### src/rtl/rv_ctrl_pkg.sv
// Shared encodings for the RV32I multi-cycle controller: opcodes, ALUOp codes,
// FSM state, latched instruction class and the datapath control bundle.
package rv_ctrl_pkg;

  localparam logic [6:0] OP_R     = 7'b0110011;
  localparam logic [6:0] OP_I     = 7'b0010011;
  localparam logic [6:0] OP_LOAD  = 7'b0000011;
  localparam logic [6:0] OP_STORE = 7'b0100011;

  localparam logic [1:0] ALUOP_R    = 2'b10;
  localparam logic [1:0] ALUOP_I    = 2'b00;
  localparam logic [1:0] ALUOP_ADDR = 2'b01;

  typedef enum logic [2:0] {
    ST_FETCH  = 3'd0,
    ST_DECODE = 3'd1,
    ST_EXEC   = 3'd2,
    ST_MEM    = 3'd3,
    ST_WB     = 3'd4,
    ST_TRAP   = 3'd5
  } state_t;

  typedef enum logic [1:0] {
    CL_R     = 2'd0,
    CL_I     = 2'd1,
    CL_LOAD  = 2'd2,
    CL_STORE = 2'd3
  } class_t;

  typedef struct packed {
    logic       instr_read;
    logic       ir_write;
    logic       pc_write;
    logic       alu_src;
    logic [1:0] alu_op;
    logic       mem_read;
    logic       mem_write;
    logic       reg_write;
    logic       mem_to_reg;
  } ctrl_t;

  // ALU operation implied by the latched instruction class
  function automatic logic [1:0] class_alu_op(input class_t cls);
    case (cls)
      CL_R:    return ALUOP_R;
      CL_I:    return ALUOP_I;
      default: return ALUOP_ADDR;
    endcase
  endfunction

endpackage

### src/rtl/mc_wait_timer.sv
// Consecutive wait-cycle counter shared by FETCH and MEM; flags the last
// tolerated wait cycle so the controller can trap on the next stall.
module mc_wait_timer #(
  parameter int unsigned TIMEOUT = 16
) (
  input  logic i_clk,
  input  logic i_reset,
  input  logic i_clear,
  input  logic i_en,
  output logic o_expired
);

  localparam int unsigned CNT_W = $clog2(TIMEOUT + 1);

  logic [CNT_W-1:0] r_cnt;

  always_ff @(posedge i_clk) begin
    if (i_reset || i_clear) begin
      r_cnt <= '0;
    end else if (i_en) begin
      r_cnt <= r_cnt + CNT_W'(1);
    end
  end

  assign o_expired = (r_cnt == CNT_W'(TIMEOUT - 1));

endmodule

### src/rtl/multicycle_controller.sv
// Multi-cycle RV32I sequencer (R/I ALU, load, store) stepping each instruction
// through FETCH/DECODE/EXEC/MEM/WB with memory wait states and trap handling.
module multicycle_controller
  import rv_ctrl_pkg::*;
#(
  parameter int unsigned TIMEOUT = 16
) (
  input  logic        clk,
  input  logic        reset,
  input  logic [6:0]  Opcode,
  input  logic        imem_ready,
  input  logic        dmem_ready,
  output logic        InstrRead,
  output logic        IRWrite,
  output logic        PCWrite,
  output logic        ALUSrc,
  output logic [1:0]  ALUOp,
  output logic        MemRead,
  output logic        MemWrite,
  output logic        RegWrite,
  output logic        Memtoreg,
  output logic        illegal,
  output logic        bus_err,
  output logic [31:0] instret
);

  state_t      r_state;
  state_t      w_next;
  class_t      r_class;
  class_t      w_dec_class;
  logic        w_dec_ok;
  logic        w_set_illegal;
  logic        w_set_bus_err;
  logic        w_retire;
  logic        w_wait_en;
  logic        w_wait_clear;
  logic        w_expired;
  ctrl_t       w_ctrl;
  logic        r_illegal;
  logic        r_bus_err;
  logic [31:0] r_instret;

  assign w_wait_en    = ((r_state == ST_FETCH) && !imem_ready) ||
                        ((r_state == ST_MEM)   && !dmem_ready);
  assign w_wait_clear = (w_next != r_state);

  mc_wait_timer #(
    .TIMEOUT (TIMEOUT)
  ) u_wait_timer (
    .i_clk     (clk),
    .i_reset   (reset),
    .i_clear   (w_wait_clear),
    .i_en      (w_wait_en),
    .o_expired (w_expired)
  );

  // State and latched class
  always_ff @(posedge clk) begin
    if (reset) begin
      r_state <= ST_FETCH;
      r_class <= CL_R;
    end else begin
      r_state <= w_next;
      if (r_state == ST_DECODE && w_dec_ok) begin
        r_class <= w_dec_class;
      end
    end
  end

  // Next state; a ready on the last tolerated cycle wins over the timeout
  always_comb begin
    w_next        = r_state;
    w_dec_ok      = 1'b1;
    w_dec_class   = CL_R;
    w_set_illegal = 1'b0;
    w_set_bus_err = 1'b0;
    w_retire      = 1'b0;
    case (Opcode)
      OP_R:     w_dec_class = CL_R;
      OP_I:     w_dec_class = CL_I;
      OP_LOAD:  w_dec_class = CL_LOAD;
      OP_STORE: w_dec_class = CL_STORE;
      default:  w_dec_ok    = 1'b0;
    endcase
    case (r_state)
      ST_FETCH: begin
        if (imem_ready) begin
          w_next = ST_DECODE;
        end else if (w_expired) begin
          w_next        = ST_TRAP;
          w_set_bus_err = 1'b1;
        end
      end
      ST_DECODE: begin
        if (w_dec_ok) begin
          w_next = ST_EXEC;
        end else begin
          w_next        = ST_TRAP;
          w_set_illegal = 1'b1;
        end
      end
      ST_EXEC: begin
        w_next = (r_class == CL_LOAD || r_class == CL_STORE) ? ST_MEM : ST_WB;
      end
      ST_MEM: begin
        if (dmem_ready) begin
          if (r_class == CL_LOAD) begin
            w_next = ST_WB;
          end else begin
            w_next   = ST_FETCH;
            w_retire = 1'b1;
          end
        end else if (w_expired) begin
          w_next        = ST_TRAP;
          w_set_bus_err = 1'b1;
        end
      end
      ST_WB: begin
        w_next   = ST_FETCH;
        w_retire = 1'b1;
      end
      ST_TRAP: w_next = ST_TRAP;
      default: w_next = ST_FETCH;
    endcase
  end

  // Control outputs from state and class; forced quiet while reset is held
  always_comb begin
    w_ctrl = '0;
    case (r_state)
      ST_FETCH: begin
        w_ctrl.instr_read = 1'b1;
        w_ctrl.ir_write   = imem_ready;
        w_ctrl.pc_write   = imem_ready;
      end
      ST_EXEC: begin
        w_ctrl.alu_src = (r_class != CL_R);
        w_ctrl.alu_op  = class_alu_op(r_class);
      end
      ST_MEM: begin
        w_ctrl.alu_src   = 1'b1;
        w_ctrl.alu_op    = ALUOP_ADDR;
        w_ctrl.mem_read  = (r_class == CL_LOAD);
        w_ctrl.mem_write = (r_class == CL_STORE);
      end
      ST_WB: begin
        w_ctrl.alu_src    = (r_class != CL_R);
        w_ctrl.alu_op     = class_alu_op(r_class);
        w_ctrl.reg_write  = 1'b1;
        w_ctrl.mem_to_reg = (r_class == CL_LOAD);
      end
      default: w_ctrl = '0;
    endcase
    if (reset) begin
      w_ctrl = '0;
    end
  end

  // Sticky trap flags and retired-instruction counter
  always_ff @(posedge clk) begin
    if (reset) begin
      r_illegal <= 1'b0;
      r_bus_err <= 1'b0;
      r_instret <= '0;
    end else begin
      if (w_set_illegal) r_illegal <= 1'b1;
      if (w_set_bus_err) r_bus_err <= 1'b1;
      if (w_retire)      r_instret <= r_instret + 32'd1;
    end
  end

  assign InstrRead = w_ctrl.instr_read;
  assign IRWrite   = w_ctrl.ir_write;
  assign PCWrite   = w_ctrl.pc_write;
  assign ALUSrc    = w_ctrl.alu_src;
  assign ALUOp     = w_ctrl.alu_op;
  assign MemRead   = w_ctrl.mem_read;
  assign MemWrite  = w_ctrl.mem_write;
  assign RegWrite  = w_ctrl.reg_write;
  assign Memtoreg  = w_ctrl.mem_to_reg;
  assign illegal   = r_illegal;
  assign bus_err   = r_bus_err;
  assign instret   = r_instret;

endmodule
### config.mk
export PLATFORM = sky130hd
export DESIGN_NAME = multicycle_controller
export DESIGN_NICKNAME = d
export VERILOG_FILES = /design/src/rtl/rv_ctrl_pkg.sv /design/src/rtl/mc_wait_timer.sv /design/src/rtl/multicycle_controller.sv
export SDC_FILE = /design/constraint.sdc
export NUM_CORES = 1
export LEC_CHECK = 0
export BUFFER_PORTS_ARGS = -buffer_cell sky130_fd_sc_hd__buf_2
export CAP_MARGIN = 10
export CORE_MARGIN = 5
export CORE_UTILIZATION = 54
export DETAILED_ROUTE_END_ITERATION = 6
export PLACE_DENSITY = 0.8
export SYNTH_ARGS = -nofsm -noshare
export SYNTH_HDL_FRONTEND = slang
export SYNTH_SLANG_ARGS = --single-unit
### constraint.sdc
create_clock -name clk -period 2.25 [get_ports clk]
set_input_delay 0.45 -clock clk [delete_from_list [all_inputs] [get_ports clk]]
set_output_delay 0.45 -clock clk [all_outputs]
set_load 0.01 [all_outputs]
# ---- After elaboration in Yosys (flattened, before gate mapping)
# Cells that the tools add are included.
dict set report totals {
  ff_bits 44
  out_inout_bits 44
  wordCells 59
}
dict set report classes {
  add_sub_neg 2
  reduce_logical 13
  mux 24
  eq_ne 14
}
# operator n
set op_table {}
lappend op_table {{32-bit by 1-bit adder with 32-bit output (second input constant)} 1}
lappend op_table {{3-bit two-way mux} 7}
lappend op_table {{3-bit case mux with 5 select lines} 1}
lappend op_table {{7-bit by 6-bit == test with 1-bit output (second input constant)} 2}
lappend op_table {{10-bit two-way mux} 1}
lappend op_table {{1-bit two-way mux} 8}
lappend op_table {{7-bit by 2-bit == test with 1-bit output (second input constant)} 1}
lappend op_table {{7-bit by 5-bit == test with 1-bit output (second input constant)} 1}
lappend op_table {{3-bit by 2-bit == test with 1-bit output (second input constant)} 2}
lappend op_table {{3-bit == test (second input constant)} 2}
lappend op_table {{2-bit case mux with 3 select lines} 1}
lappend op_table {{3-bit case mux with 2 select lines} 1}
lappend op_table {{5-bit by 1-bit adder with 5-bit output (second input constant)} 1}
lappend op_table {{5-bit by 4-bit == test with 1-bit output (second input constant)} 1}
lappend op_table {{2-bit == test (second input constant)} 2}
lappend op_table {{2-bit two-way mux} 2}
lappend op_table {{1-bit case mux with 2 select lines} 2}
lappend op_table {{2-bit case mux with 2 select lines} 1}
lappend op_table {{4-bit OR reduction} 1}
lappend op_table {{3-bit by 1-bit == test with 1-bit output (second input constant)} 1}
lappend op_table {{1-bit logical AND} 3}
lappend op_table {{3-bit logical NOT} 1}
lappend op_table {{1-bit logical OR} 3}
lappend op_table {{3-bit != test} 1}
lappend op_table {{5 further kinds} 6}

# ---- Longest topological paths before layout
# Gate-level depths: netlist (run 1).
dict set report depth {
  depth_word 7
  depth_mapped 7
  mapped_depth_nobuf 7
}

# ---- Hierarchy
# From an unflattened synthesis (run 1), not the netlist that was laid out.
dict set report hier_totals {
  hier_cells 293
  hier_area_um2 2513.7
}
# module cells_per_inst area_each_um2 instances seq_area_each_um2
set by_module_without_submodules {}
lappend by_module_without_submodules {multicycle_controller 269 2255.9 1 780.7}
lappend by_module_without_submodules {mc_wait_timer 24 257.7 1 100.1}

# ---- Least setup slack after synthesis (run 1)
# Ideal clock, no wire load.
dict set report synth_path {
  path_kind {reg-to-reg}
  start {register r_instret[0], in the netlist instret[0]}
  end {register r_instret[28], in the netlist instret[28]}
  period_less_slack_ps 2020
  setup_slack_ps 230
  arrival_ps 1899
  path_buffers 1
  path_stages_with_launch 7
  setup_ps 121
  required_ps 2129
  path_cell_list {dfxtp_1 > ha_1 > nand2_1 > or4_1 > buf_2 > nor4_1 > mux2_2}
}
dict set report synth_between {
  elab_chain_len 1
}
# element line_no
set synth_lines {}
lappend synth_lines {{start, declared} multicycle_controller.sv:41} ;# logic [31:0] r_instret;
lappend synth_lines {{start signal, assigned} multicycle_controller.sv:168} ;# if (w_retire) r_instret <= r_instret + 32'd1;
lappend synth_lines {{32-bit by 1-bit adder with 32-bit output} multicycle_controller.sv:168}
# Every way passes these cells.
# A chain may end at the register's enable or synchronous reset.

# ---- Worst setup path in the final report (run 1)
# Ends and elaborated chain as after synthesis.

==> results of run 1 <==
==> logic make-up (layout without fill, tap and decap cells) <==
kind of cell,after synthesis,in the layout,share of synthesized area
compound gates,63,63,0.165
xor+xnor,6,6,0.0219
fa+ha+maj,3,3,0.0156
buf+inv,29,80,0.0495
flops,44,44,0.367
mux,12,12,0.0547
simple gates,134,134,0.326
==> cells in the final DEF, fill, tap and decap left out, types with 2 or more instances in the layout <==
cell type / instances
nand4_1: 5
and3_1: 2
or3_1: 6
xnor2_1: 5
ha_1: 3
nand3_1: 11
nor2_1: 26
nand2b_1: 4
mux2i_1: 3
inv_1: 8
nand3b_1: 3
o21ai_0: 6
a21oi_1: 27
a211oi_1: 6
nor2b_1: 11
clkbuf_8: 5
and4_1: 3
nand2_1: 14
nand3_2: 2
nor4_1: 7
and2_1: 2
buf_4: 10
nor3_1: 6
mux2_2: 9
or4_1: 21
or2_2: 2
or3_2: 3
buf_2: 54
o21bai_1: 2
o31ai_1: 17
dfxtp_1: 44
==> through the flow <==
step	utilization	instance area [um^2]
floorplan	-	2400
global placement	0.634	2740
detailed placement	0.634	2740
CTS	0.652	2820
global route	0.654	2830
finish	0.654	2830
==> routing by layer <==
| layer | vias to the layer above | GRT usage | routed length, um |
|---|---|---|---|
| met5 | - | 0 | 0 |
| met4 | 0 | 0.0647 | 79 |
| met3 | 7 | 0.0539 | 303 |
| met2 | 54 | 0.328 | 2620 |
| met1 | 1092 | 0.221 | 2360 |
| li1 | 1191 | - | - |
==> worst max-delay path: stages, from the launching register on <==
cell	delay (ns)
dfxtp_1	0.40
ha_1	0.24
nand2_1	0.11
or4_1	0.59
nor4_2	0.33
mux2_2	0.36
==> registers in the layout, summed over array words and instances (netlist names) <==
name / flops
bus_err: 1
illegal: 1
instret: 32
r_class: 2
r_state: 3
u_wait_timer.r_cnt: 5
==> Yosys cell counts, types with 2 or more instances <==
cell type,n
and4_1,3
nand3_1,11
buf_2,4
or3_1,6
nor3_1,6
nand2_1,14
nand3_2,2
o21bai_1,2
nor2_1,26
a211oi_1,6
and2_1,2
ha_1,3
nor2b_1,11
inv_1,8
clkbuf_1,13
o21ai_0,6
nand2b_1,4
a21oi_1,27
mux2_2,9
nand3b_1,3
nor4_1,8
o31ai_1,17
or3_2,3
xnor2_1,5
or4_1,21
buf_1,2
and3_1,2
nand4_1,5
dfxtp_1,44
or2_2,2
mux2i_1,3
==> cell type report <==
class                           instances  area (um^2)
Clock buffer                            6         72.6
Clock inverter                          1         5.00
Fill cell                             401         1500
Inverter                                8         30.0
Multi-Input combinational cell        218         1410
Sequential cell                        44          881
Tap cell                               52         65.1
Timing Repair Buffer                   65          365
==> final timing paths <==
kind / slack, ns / start / cells after the start / to
hold / removal: 0.36 / Opcode[4] / 2 / r_class[1]
hold reg to reg: 0.49 / illegal / 2 / illegal
setup / recovery: 0.11 / instret[0] / 5 / instret[28]
setup reg to reg: 0.11 / instret[0] / 5 / instret[28]
==> repair_timing <==
item,4_1_cts,5_1_grt
hold buffers,0,0
gates resized for setup,0,1
setup endpoints to repair,0,1
==> power groups by stage <==
| stage | logic [mW] | clock network, mW | registers [mW] |
|---|---|---|---|
| floorplan | 0.0857 | 0 | 0.813 |
| global placement | 0.126 | 0 | 0.812 |
| detailed placement | 0.129 | 0 | 0.812 |
| CTS | 0.129 | 0.479 | 0.794 |
| global route | 0.146 | 0.512 | 0.795 |
| finish | 0.129 | 0.462 | 0.794 |
==> impl_metrics.py, run 1 <==
metrics = {
    "detailed_routing": {
        "antenna_left": 0,
        "vias_per_cell": 5.95,
        "first_pass_iters": 4,
        "finalWirelength_um": 5360,
        "dr_total_vias": 2344,
        "drc_errors": 0,
        "drt_iter0_drc": 154,
        "post_drt_wl_per_cell_um": 13.6,
    },
    "logic_synthesis": {
        "syn_inst": 291,
        "synth_area_per_cell_um2": 8.25,
        "synth_seq_area_share": 0.367,
        "ys_ff_latch": 44,
        "synthesis.area_mm2": 0.00240,
        "synth_top_flop_cell": "dfxtp_1",
        "ys_warn_count": 0,
        "yosysTopAreaCellShare": 0.367,
        "synthArstFlopShare": 0,
        "synth_area_leaders": "dfxtp_1 37%, or4_1 6.6%, a21oi_1 5.6%",
        "syn_nets": 305,
        "synth_top_area_cell": "dfxtp_1",
        "synth-edff-count": 0,
        "yosysUniqueCellTypes": 44,
    },
    "clock_tree": {
        "cts_inserted_buffers": 5,
        "post-cts-setup-buffers": 0,
        "htreeDepth": 2,
        "cts_max_path_buffers": 2,
        "clkTransAtPathRegs_ns": 0.08,
        "cts_sinks": 44,
        "cts_tree": "done",
        "clkLatencyLatePin_ns": 0.29,
        "root_buffer": "clkbuf_8",
    },
    "grt": {
        "antenna_found_initial": 0,
        "grt_pass1_vias": 2240,
        "grt_max_degree": 54,
        "grt-ovfl-total": 0,
        "grt_util_all_layers": 0.189,
        "grt_pass1_wl_um": 9570,
    },
    "pwr": {
        "switching_share": 0.243,
        "power_density_mw_per_mm2": 490,
        "power.switching_mw": 0.337,
        "ir_drop_mv": 0.254,
        "p_leak_nw": 1.09,
        "p_comb_frac": 0.093,
        "clockPowerShare": 0.334,
        "internal_power_mw": 1.05,
        "p_seq_frac": 0.573,
        "p_total_mw": 1.39,
    },
    "critical_path": {
        "cp-end-kind": "register",
        "startpoint_type": "register",
        "arrival_ns": 2.32,
        "cp_max_fo": 9,
        "required_ns": 2.44,
        "crit_type": "reg -> reg",
    },
    "final_layout": {
        "final_cells": 394,
        "diodes": 0,
        "layout-drive-gt1-share": 0.260,
        "area_growth_pct": 17.7,
        "nNetsFinal": 356,
    },
    "sta": {
        "worstMarginPinSlew_ns": 0.555,
        "hold_violations": 0,
        "post-route-period-util": 0.951,
        "period_needed_ns": 2.14,
        "max_slew_margin": 0.630,
        "setup-violations-final": 0,
        "finalSetupTns_ns": 0,
        "drv_slew": 0,
        "post-route-worst-setup-slack_ns": 0.111,
        "whs_ns": 0.355,
        "rsz0062_at_grt": "no",
        "skew_ns": 0.00519,
        "fmaxAchievable_mhz": 468,
    },
    "placed_design": {
        "place_ws_ns": 0.103,
        "dpl.hpwl_um": 3920,
        "dpl.cell_count": 387,
        "port_buffers": 54,
        "gp_congestion": 0.824,
    },
    "die": {
        "core_region_area_mm2": 0.00432,
        "die-area_mm2": 0.00588,
        "die_h_um": 76.7,
        "rows": 24,
        "start_util": 0.555,
        "die_w_um": 76.7,
        "num_io_pins": 55,
    },
    "outcome": {
        "run_status": "complete, no violations",
    },
    "job": {
        "cap_viol_max_count": 0,
    },
    "worst_hold_path": {
        "hold_path.class": "in -> reg",
    },
}
Note: power is estimated with default switching activity, not from simulation.
==> run 2, diff against run 1 <==
- CORE_ASPECT_RATIO: default -> 2
- PLACE_DENSITY: 0.8 -> 0.78
==> run 2 against run 1 <==
Power rose by 4.1%. Sequential share of layout area shrank 0.37 points. Non-clock buffer count up 2. Setup slack improved by 0.060 ns. Via count grew 1.5%. Highest routed layer unchanged. Hold slack better by 0.0074 ns. Flip-flop and latch count unchanged. Clock power up 12%. Critical path depth fell by 1.
==> impl_metrics.py, run 2 (same netlist as run 1, synthesis figures left out) <==
metrics = {
    "placed_design": {
        "gp_congestion": 0.849,
        "dpl.cell_count": 391,
        "place_ws_ns": 0.0927,
        "place_area_mm2": 0.00276,
        "port_buffers": 54,
        "dpl.hpwl_um": 4520,
    },
    "die": {
        "die_h_um": 104,
        "num_io_pins": 55,
        "core_region_area_mm2": 0.00434,
        "die_w_um": 57.2,
        "start_util": 0.553,
        "rows": 34,
        "die-area_mm2": 0.00596,
    },
    "clock_tree": {
        "htreeDepth": 2,
        "cts_inserted_buffers": 5,
        "cts_max_path_buffers": 2,
        "cts_tree": "done",
        "root_buffer": "clkbuf_8",
        "cts_sinks": 44,
        "holdBufCountCts": 0,
        "clkLatencyLatePin_ns": 0.29,
        "clkTransAtPathRegs_ns": 0.08,
    },
    "sta": {
        "max_slew_margin": 0.734,
        "post-route-period-util": 0.924,
        "drv_slew": 0,
        "post-route-worst-setup-slack_ns": 0.171,
        "hold_violations": 0,
        "worstMarginPinSlew_ns": 0.398,
        "skew_ns": 0.00459,
        "finalSetupTns_ns": 0,
        "rsz0062_at_grt": "no",
        "setup-violations-final": 0,
        "period_needed_ns": 2.08,
        "fmaxAchievable_mhz": 481,
    },
    "pwr": {
        "p_seq_frac": 0.551,
        "switching_share": 0.248,
        "clockPowerShare": 0.358,
        "internal_power_mw": 1.08,
        "p_comb_frac": 0.091,
        "p_leak_nw": 1.11,
        "power.switching_mw": 0.358,
        "power_density_mw_per_mm2": 504,
        "ir_drop_mv": 0.406,
    },
    "final_layout": {
        "largest_reg_flops": 32,
        "finalCoreUtilization": 0.659,
        "most-common-layout-cells": "54 x buf_2, 44 x dfxtp_1, 27 x a21oi_1",
        "fin_area_mm2": 0.00286,
        "multi_input_area_mm2": 0.00141,
        "fill_cells": 416,
        "layout-drive-gt1-share": 0.272,
        "final_common_cell": "buf_2",
        "area_growth_pct": 19.1,
        "final-seq-area_um2": 881,
        "diodes": 0,
        "nNetsFinal": 358,
        "final_cells": 399,
    },
    "critical_path": {
        "required_ns": 2.47,
        "cp_max_fo": 8,
        "slowest_stage": "or4_1",
        "critical-path-max-stage-delay_ns": 0.69,
        "worst-path-stages": 4,
        "arrival_ns": 2.30,
        "startpoint_type": "register",
        "path_cells": "nand3_2 -> or4_1 -> or4_1 -> a21oi_1",
        "r2r_cells": 4,
        "crit_type": "reg -> reg",
        "critPathBufInv": 0,
        "worst_path_most_repeated_cell": "or4_1",
        "critPathTopFamily": "simple AND/OR/NAND/NOR gates",
        "cp-end-kind": "register",
    },
    "grt": {
        "grt_pass1_vias": 2174,
        "grt_pass1_wl_um": 10000,
        "grt_max_degree": 50,
        "grt-ovfl-total": 0,
        "grt_util_all_layers": 0.206,
        "antenna_found_initial": 0,
    },
    "worst_hold_path": {
        "whs_path_depth": 2,
        "hold_path.class": "in -> reg",
    },
    "detailed_routing": {
        "drt_iter0_drc": 53,
        "vias_per_cell": 5.96,
        "first_pass_iters": 4,
        "drc_errors": 0,
        "antenna_left": 0,
        "finalWirelength_um": 5970,
        "dr_total_vias": 2378,
        "post_drt_wl_per_cell_um": 15.0,
    },
    "outcome": {
        "run_status": "complete, no violations",
    },
    "job": {
        "cap_viol_max_count": 0,
    },
}
[run 2: metal layers]
layer | global-route usage | part of all wire
met5 | 0 | 0
met4 | 0.0829 | 0.024
met3 | 0.0385 | 0.039
met2 | 0.387 | 0.57
met1 | 0.212 | 0.36
[run 2: path summary, 6_finish.rpt]
kind                            startpoint          end  slack (ns)
worst max-delay path            instret[2]  instret[23]        0.17
worst min-delay path             Opcode[4]   r_class[1]        0.36
worst max register to register  instret[2]  instret[23]        0.17
worst min register to register     bus_err      bus_err        0.49
[run 2: layout make-up]
type	instances	area share
well taps	54	0.0236
inverters	8	0.0105
repair buffers	67	0.133
clock inverters	2	0.00350
multi-input cells	218	0.493
flip-flops and latches	44	0.308
clock buffers	6	0.0289
[run 2: power groups by stage]
| stage | Combinational (mW) | Sequential [mW] | Clock, mW |
|---|---|---|---|
| 5_1_grt | 0.147 | 0.796 | 0.564 |
| 6_report | 0.131 | 0.795 | 0.517 |
| 3_3_place_gp | 0.129 | 0.812 | 0 |
| 3_5_place_dp | 0.132 | 0.813 | 0 |
| 4_1_cts | 0.132 | 0.795 | 0.530 |
| 2_1_floorplan | 0.0857 | 0.813 | 0 |
[run 2: timing repair]
action	in CTS	in global routing
endpoints found under the hold margin	0	0
endpoints found under the setup margin	0	3
buffers inserted	0	0
resized for setup	0	2
[run 2: stage by stage]
stage	power, mW	hold slack [ns]
after floorplan	0.899	0.471
after global placement	0.941	0.458
after detailed placement	0.945	0.470
after CTS	1.46	0.356
after global routing	1.51	0.355
final	1.44	0.363
